==> config.mk <==
export PLATFORM = sky130hd
export DESIGN_NAME = pair_sort_loader
export DESIGN_NICKNAME = d
export VERILOG_FILES = /design/src/rtl/pair_sort_loader.sv
export SDC_FILE = /design/constraint.sdc
export NUM_CORES = 1
export LEC_CHECK = 0
export ABC_AREA = 1
export CAP_MARGIN = 20
export CORE_AREA = 2 2 73 75
export CTS_CLUSTER_SIZE = 24
export DETAILED_ROUTE_END_ITERATION = 8
export DIE_AREA = 0 0 75 77
export GPL_TIMING_DRIVEN = 0
export PLACE_DENSITY_LB_ADDON = 0.15
export SLEW_MARGIN = 20
export SYNTH_ARGS = -nofsm -noshare
export SYNTH_HDL_FRONTEND = slang
export SYNTH_SLANG_ARGS = --single-unit
==> constraint.sdc <==
create_clock -name clk -period 1.8 [get_ports clk]
set_clock_uncertainty 0.2 [all_clocks]
set_input_delay 0.36 -clock clk [delete_from_list [all_inputs] [get_ports clk]]
set_output_delay 0.36 -clock clk [all_outputs]
set_load 0.05 [all_outputs]
==> src/rtl/pair_sort_loader.sv <==
// pair_sort_loader
// ----------------------------------------------------------------------------
// Upstream feeder for the 2-to-4 odd-even merge stage. Accepts a serial stream
// of unsigned samples and groups every four accepted samples into two
// ascending pairs. The pairs are presented in parallel to the merge stage.
//
// Handshakes (both ports): a transfer happens on a rising clk edge where
// valid and ready are both high. The producer keeps data stable while valid
// is high and ready is low. ready never depends on the same port's valid.
//
// Ports:
//   clk        system clock, all state updates on the rising edge
//   rst_n      asynchronous active-low reset
//   clear      synchronous flush of the partial group and any held output
//   in_data    incoming sample (WIDTH bits, unsigned)
//   in_valid   in_data is valid
//   in_ready   block accepts in_data this cycle
//   out_a      sorted pair A: [WIDTH-1:0]=min(s0,s1), [2*WIDTH-1:WIDTH]=max(s0,s1)
//   out_b      sorted pair B: [WIDTH-1:0]=min(s2,s3), [2*WIDTH-1:WIDTH]=max(s2,s3)
//   out_valid  out_a/out_b hold a complete group
//   out_ready  downstream consumes the group this cycle
// ----------------------------------------------------------------------------
module pair_sort_loader #(
    parameter int WIDTH = 8
) (
    input  logic               clk,
    input  logic               rst_n,
    input  logic               clear,
    input  logic [WIDTH-1:0]   in_data,
    input  logic               in_valid,
    output logic               in_ready,
    output logic [2*WIDTH-1:0] out_a,
    output logic [2*WIDTH-1:0] out_b,
    output logic               out_valid,
    input  logic               out_ready
);

    // Number of samples of the current group already taken.
    typedef enum logic [1:0] {
        CNT_0 = 2'd0,
        CNT_1 = 2'd1,
        CNT_2 = 2'd2,
        CNT_3 = 2'd3
    } cnt_t;

    cnt_t               r_cnt;
    cnt_t               w_cnt_nxt;
    logic [WIDTH-1:0]   r_pend;
    logic [WIDTH-1:0]   w_pend_nxt;
    logic [2*WIDTH-1:0] r_out_a;
    logic [2*WIDTH-1:0] w_out_a_nxt;
    logic [2*WIDTH-1:0] r_out_b;
    logic [2*WIDTH-1:0] w_out_b_nxt;
    logic               r_out_valid;
    logic               w_out_valid_nxt;

    logic               w_in_ready;
    logic               w_accept;
    logic               w_xfer;
    logic [WIDTH-1:0]   w_lo;
    logic [WIDTH-1:0]   w_hi;

    // Input is blocked only while a group is held and not being consumed.
    // Because cnt is 0 whenever a group is held, an accept during HOLD can
    // only be the first sample of the next group, which never touches out_a/b.
    assign w_in_ready = !r_out_valid || out_ready;
    assign w_accept   = in_valid && w_in_ready;
    assign w_xfer     = r_out_valid && out_ready;

    // Unsigned compare-exchange of the pending sample with the new one.
    assign w_lo = (r_pend < in_data) ? r_pend : in_data;
    assign w_hi = (r_pend < in_data) ? in_data : r_pend;

    always_ff @(posedge clk or negedge rst_n) begin
        if (!rst_n) begin
            r_cnt       <= CNT_0;
            r_pend      <= '0;
            r_out_a     <= '0;
            r_out_b     <= '0;
            r_out_valid <= 1'b0;
        end else begin
            r_cnt       <= w_cnt_nxt;
            r_pend      <= w_pend_nxt;
            r_out_a     <= w_out_a_nxt;
            r_out_b     <= w_out_b_nxt;
            r_out_valid <= w_out_valid_nxt;
        end
    end

    always_comb begin
        w_cnt_nxt       = r_cnt;
        w_pend_nxt      = r_pend;
        w_out_a_nxt     = r_out_a;
        w_out_b_nxt     = r_out_b;
        w_out_valid_nxt = r_out_valid;

        if (clear) begin
            // Flush wins over any accept or transfer in the same cycle;
            // the presented sample is dropped and output data may stay stale.
            w_cnt_nxt       = CNT_0;
            w_out_valid_nxt = 1'b0;
        end else begin
            if (w_xfer) begin
                w_out_valid_nxt = 1'b0;
            end
            if (w_accept) begin
                unique case (r_cnt)
                    CNT_0: begin
                        w_pend_nxt = in_data;
                        w_cnt_nxt  = CNT_1;
                    end
                    CNT_1: begin
                        w_out_a_nxt = {w_hi, w_lo};
                        w_cnt_nxt   = CNT_2;
                    end
                    CNT_2: begin
                        w_pend_nxt = in_data;
                        w_cnt_nxt  = CNT_3;
                    end
                    CNT_3: begin
                        w_out_b_nxt     = {w_hi, w_lo};
                        w_out_valid_nxt = 1'b1;
                        w_cnt_nxt       = CNT_0;
                    end
                    default: begin
                        w_cnt_nxt = CNT_0;
                    end
                endcase
            end
        end
    end

    assign in_ready  = w_in_ready;
    assign out_a     = r_out_a;
    assign out_b     = r_out_b;
    assign out_valid = r_out_valid;

endmodule

==> impl_metrics.py <==
metrics = {
    "place": {
        "place_ws_ns": -0.719,
        "port_buffers": 46,
        "placed_cells": 373,
        "hpwlAfterDp_mm": 3.84,
        "finalWeightedCongestion": 0.818,
    },
    "power": {
        "irDropWorstVdd_uv": 663,
        "power.density_mw_per_mm2": 1250,
        "power_mw": 4.24,
        "cellLeakagePower_nw": 1.83,
    },
    "floorplanning": {
        "io_pins": 47,
        "die_x_um": 75,
        "die_area_sq_mm": 0.00578,
        "die_h_um": 77,
        "initial_utilization_pct": 43.3,
        "core_area_sq_mm": 0.00498,
        "rows": 26,
    },
    "timing": {
        "relSlewSlack_pct": 66.9,
        "worst_slack_ns": -0.125,
        "hold_violations": 0,
        "finalSetupViolCount": 32,
        "fin_crit_sh_pct": 107,
        "max_freq_ghz": 0.519,
        "fin_crit_ns": 1.93,
        "holdWs_ns": 0.273,
        "worst_pin_slew_ns": 0.498,
        "finalMaxSlewViolations": 0,
        "rsz0062_at_grt": "yes",
    },
    "critical_path": {
        "cp-end-kind": "register",
        "cp_max_fo": 5,
        "critPathRequiredTime_ns": 1.79,
        "r2r_cells": 9,
        "crit_arrival_ns": 1.91,
        "worstSetupPathType": "register to register",
        "cp-start-kind": "register",
        "r2r_start": "r_pend[7]",
        "r2r_slack_ns": -0.13,
        "r2r_end": "out_b[4]",
    },
    "clocking": {
        "cts_sinks": 43,
        "cts_root_buf": "clkbuf_8",
        "clk_latency_ns": 0.30,
        "htree_num_levels": 2,
        "cts_tree": "built",
        "cts.path.max_buffers": 2,
        "numCtsBuffers": 5,
        "clk_pin_slew_ns": 0.07,
    },
    "cells_and_area": {
        "postLayoutCoreUtil_pct": 68.4,
        "regArea_sq_mm": 0.00108,
        "drive_above_1_share_pct": 39.2,
        "multi_input_area_sq_mm": 0.00131,
        "area_delta_synth_final_pct": 58.0,
        "fill_cells": 415,
        "fin_cells": 402,
        "antenna_cells": 0,
        "layout.nets": 354,
    },
    "yosys": {
        "synth.distinct_cells": 20,
        "syn_nets": 278,
        "synth_area_leaders": "dfrtp_1 (50%), nand2_1 (15%), nand3_1 (11%)",
        "synthCells": 256,
        "netlist.area_leader.share_pct": 50.0,
        "synth-edff-count": 0,
        "syn_avg_cell_area_sq_um": 8.41,
        "ys_top_cells_by_count": "nand2_1 (86), nand3_1 (48), dfrtp_1 (43)",
        "yosysMostFrequentCell": "nand2_1",
        "syn-cell-area_sq_mm": 0.00215,
        "synth_top_area_cell": "dfrtp_1",
        "synth_flop_cell": "dfrtp_1",
        "postSynthRegisterBits": 43,
        "async_reset_ff_share_pct": 100,
        "seq_area_frac_synth_pct": 50.0,
        "yosys_warnings": 0,
    },
    "drt": {
        "avgViaCountPerCell": 5.24,
        "final_antenna_net_count": 0,
        "first_pass_iters": 4,
        "drc": 0,
        "wirelength_mm": 6.66,
        "num_vias": 2105,
        "drt_iter0_drc": 133,
        "wl_per_cell_um": 16.6,
    },
    "outcome": {
        "violations": "setup timing",
        "status": "finished, violations left",
    },
    "global_routing": {
        "grt_pass1_wl_mm": 9.91,
        "grt_usage_pct": 22.7,
        "antenna_found_initial": 0,
        "overflow": 0,
        "grt_max_degree": 29,
        "grt_pass1_vias": 2010,
    },
    "min_path": {
        "holdCritStartpoint": "out_a[6]",
        "holdPathEnd": "out_a[6]",
        "worstHoldPathCells": 2,
        "min_path_type": "register to register",
    },
    "run": {
        "maxCapViolations": 0,
    },
}
## state kept, by name, summed over array words and instances, names as in the netlist
name,count
r_cnt,2
out_b,16
out_valid,1
r_pend,8
out_a,16
## logic make-up after synthesis
family / count (synthesis) / share of synthesized area [%]
flip-flops: 43 / 50.0
buffers and inverters: 35 / 7.67
AO/OA/AOI/OAI: 15 / 3.72
AND/OR/NAND/NOR: 154 / 33.4
adder cells (fa/ha/maj): 9 / 5.23
## through the flow
step / instance area [sq um] / TNS, ns
after floorplan: 2160 / 0
after global placement: 2710 / -64.57
after detailed placement: 2720 / -23.28
after CTS: 3120 / -0.0132
after global routing: 3400 / -3.50
final: 3400 / -2.05
## layout by cell type (no fill, tap or decap), types with 4 or more instances in the layout
cell,netlist,layout
nand3_2,0,31
nand3_4,0,7
dlygate4sd2_1,0,38
inv_1,19,12
nand3_1,48,10
ha_4,0,5
buf_4,5,15
inv_2,5,12
buf_6,0,7
nand2_2,14,15
o21ai_1,9,9
dfrtp_1,43,42
nand2_1,86,77
clkdlybuf4s50_1,0,4
ha_1,9,4
clkbuf_8,0,6
nand2_4,4,11
## routing by layer
| metal | track usage, % | routed length [um] |
|---|---|---|
| met1 | 31.0 | 2650 |
| met2 | 36.4 | 3470 |
| met3 | 4.34 | 389 |
| met4 | 6.07 | 150 |
| met5 | 0 | 0 |
## where the power goes
group	leakage (nW)	total, mW	switching (mW)	internal (mW)
combinational	1.23	2.25	1.53	0.720
clock	0.0470	0.626	0.324	0.301
sequential	0.556	1.37	0.147	1.22
## critical path: stages, from the launching register on
cell and delay, ns:
dfrtp_1 0.43, ha_4 0.31, nand2_4 0.07, o21a_1 0.19, buf_6 0.16, nand2_8 0.09, buf_8 0.13, nand2_2 0.08
nand3_2 0.10, nand2_1 0.06
## cell type report
class | instances | area share (%)
Tap cell | 70 | 2.57
Multi-Input combinational cell | 178 | 38.5
Inverter | 26 | 2.94
Buffer | 9 | 2.76
Clock buffer | 6 | 2.43
Timing Repair Buffer | 69 | 19.0
Sequential cell | 43 | 31.7
Clock inverter | 1 | 0.147
## what timing repair did
item	in CTS	in global routing
endpoints found under the hold margin	15	0
pin swaps	23	17
hold buffers	1	0
setup buffers	17	2
setup endpoints to repair	66	34
gates resized for setup	86	59
cloned	3	0
## worst max-delay path by stage
| stage | startpoint | end | slack (ns) | cells after the start |
|---|---|---|---|---|
| finish | r_pend[7] | out_b[4] | -0.13 | 9 |
| global route | r_pend[4] | out_b[4] | -0.20 | 8 |
| floorplan | in_data[7] | out_a[10] | 0.003 | 9 |
| detailed placement | in_data[7] | out_a[12] | -0.72 | 10 |
| CTS | r_pend[7] | out_a[9] | -0.006 | 9 |
| global placement | rst_n | out_valid | -1.14 | 1 |
Note: power is estimated with default switching activity, not from simulation.
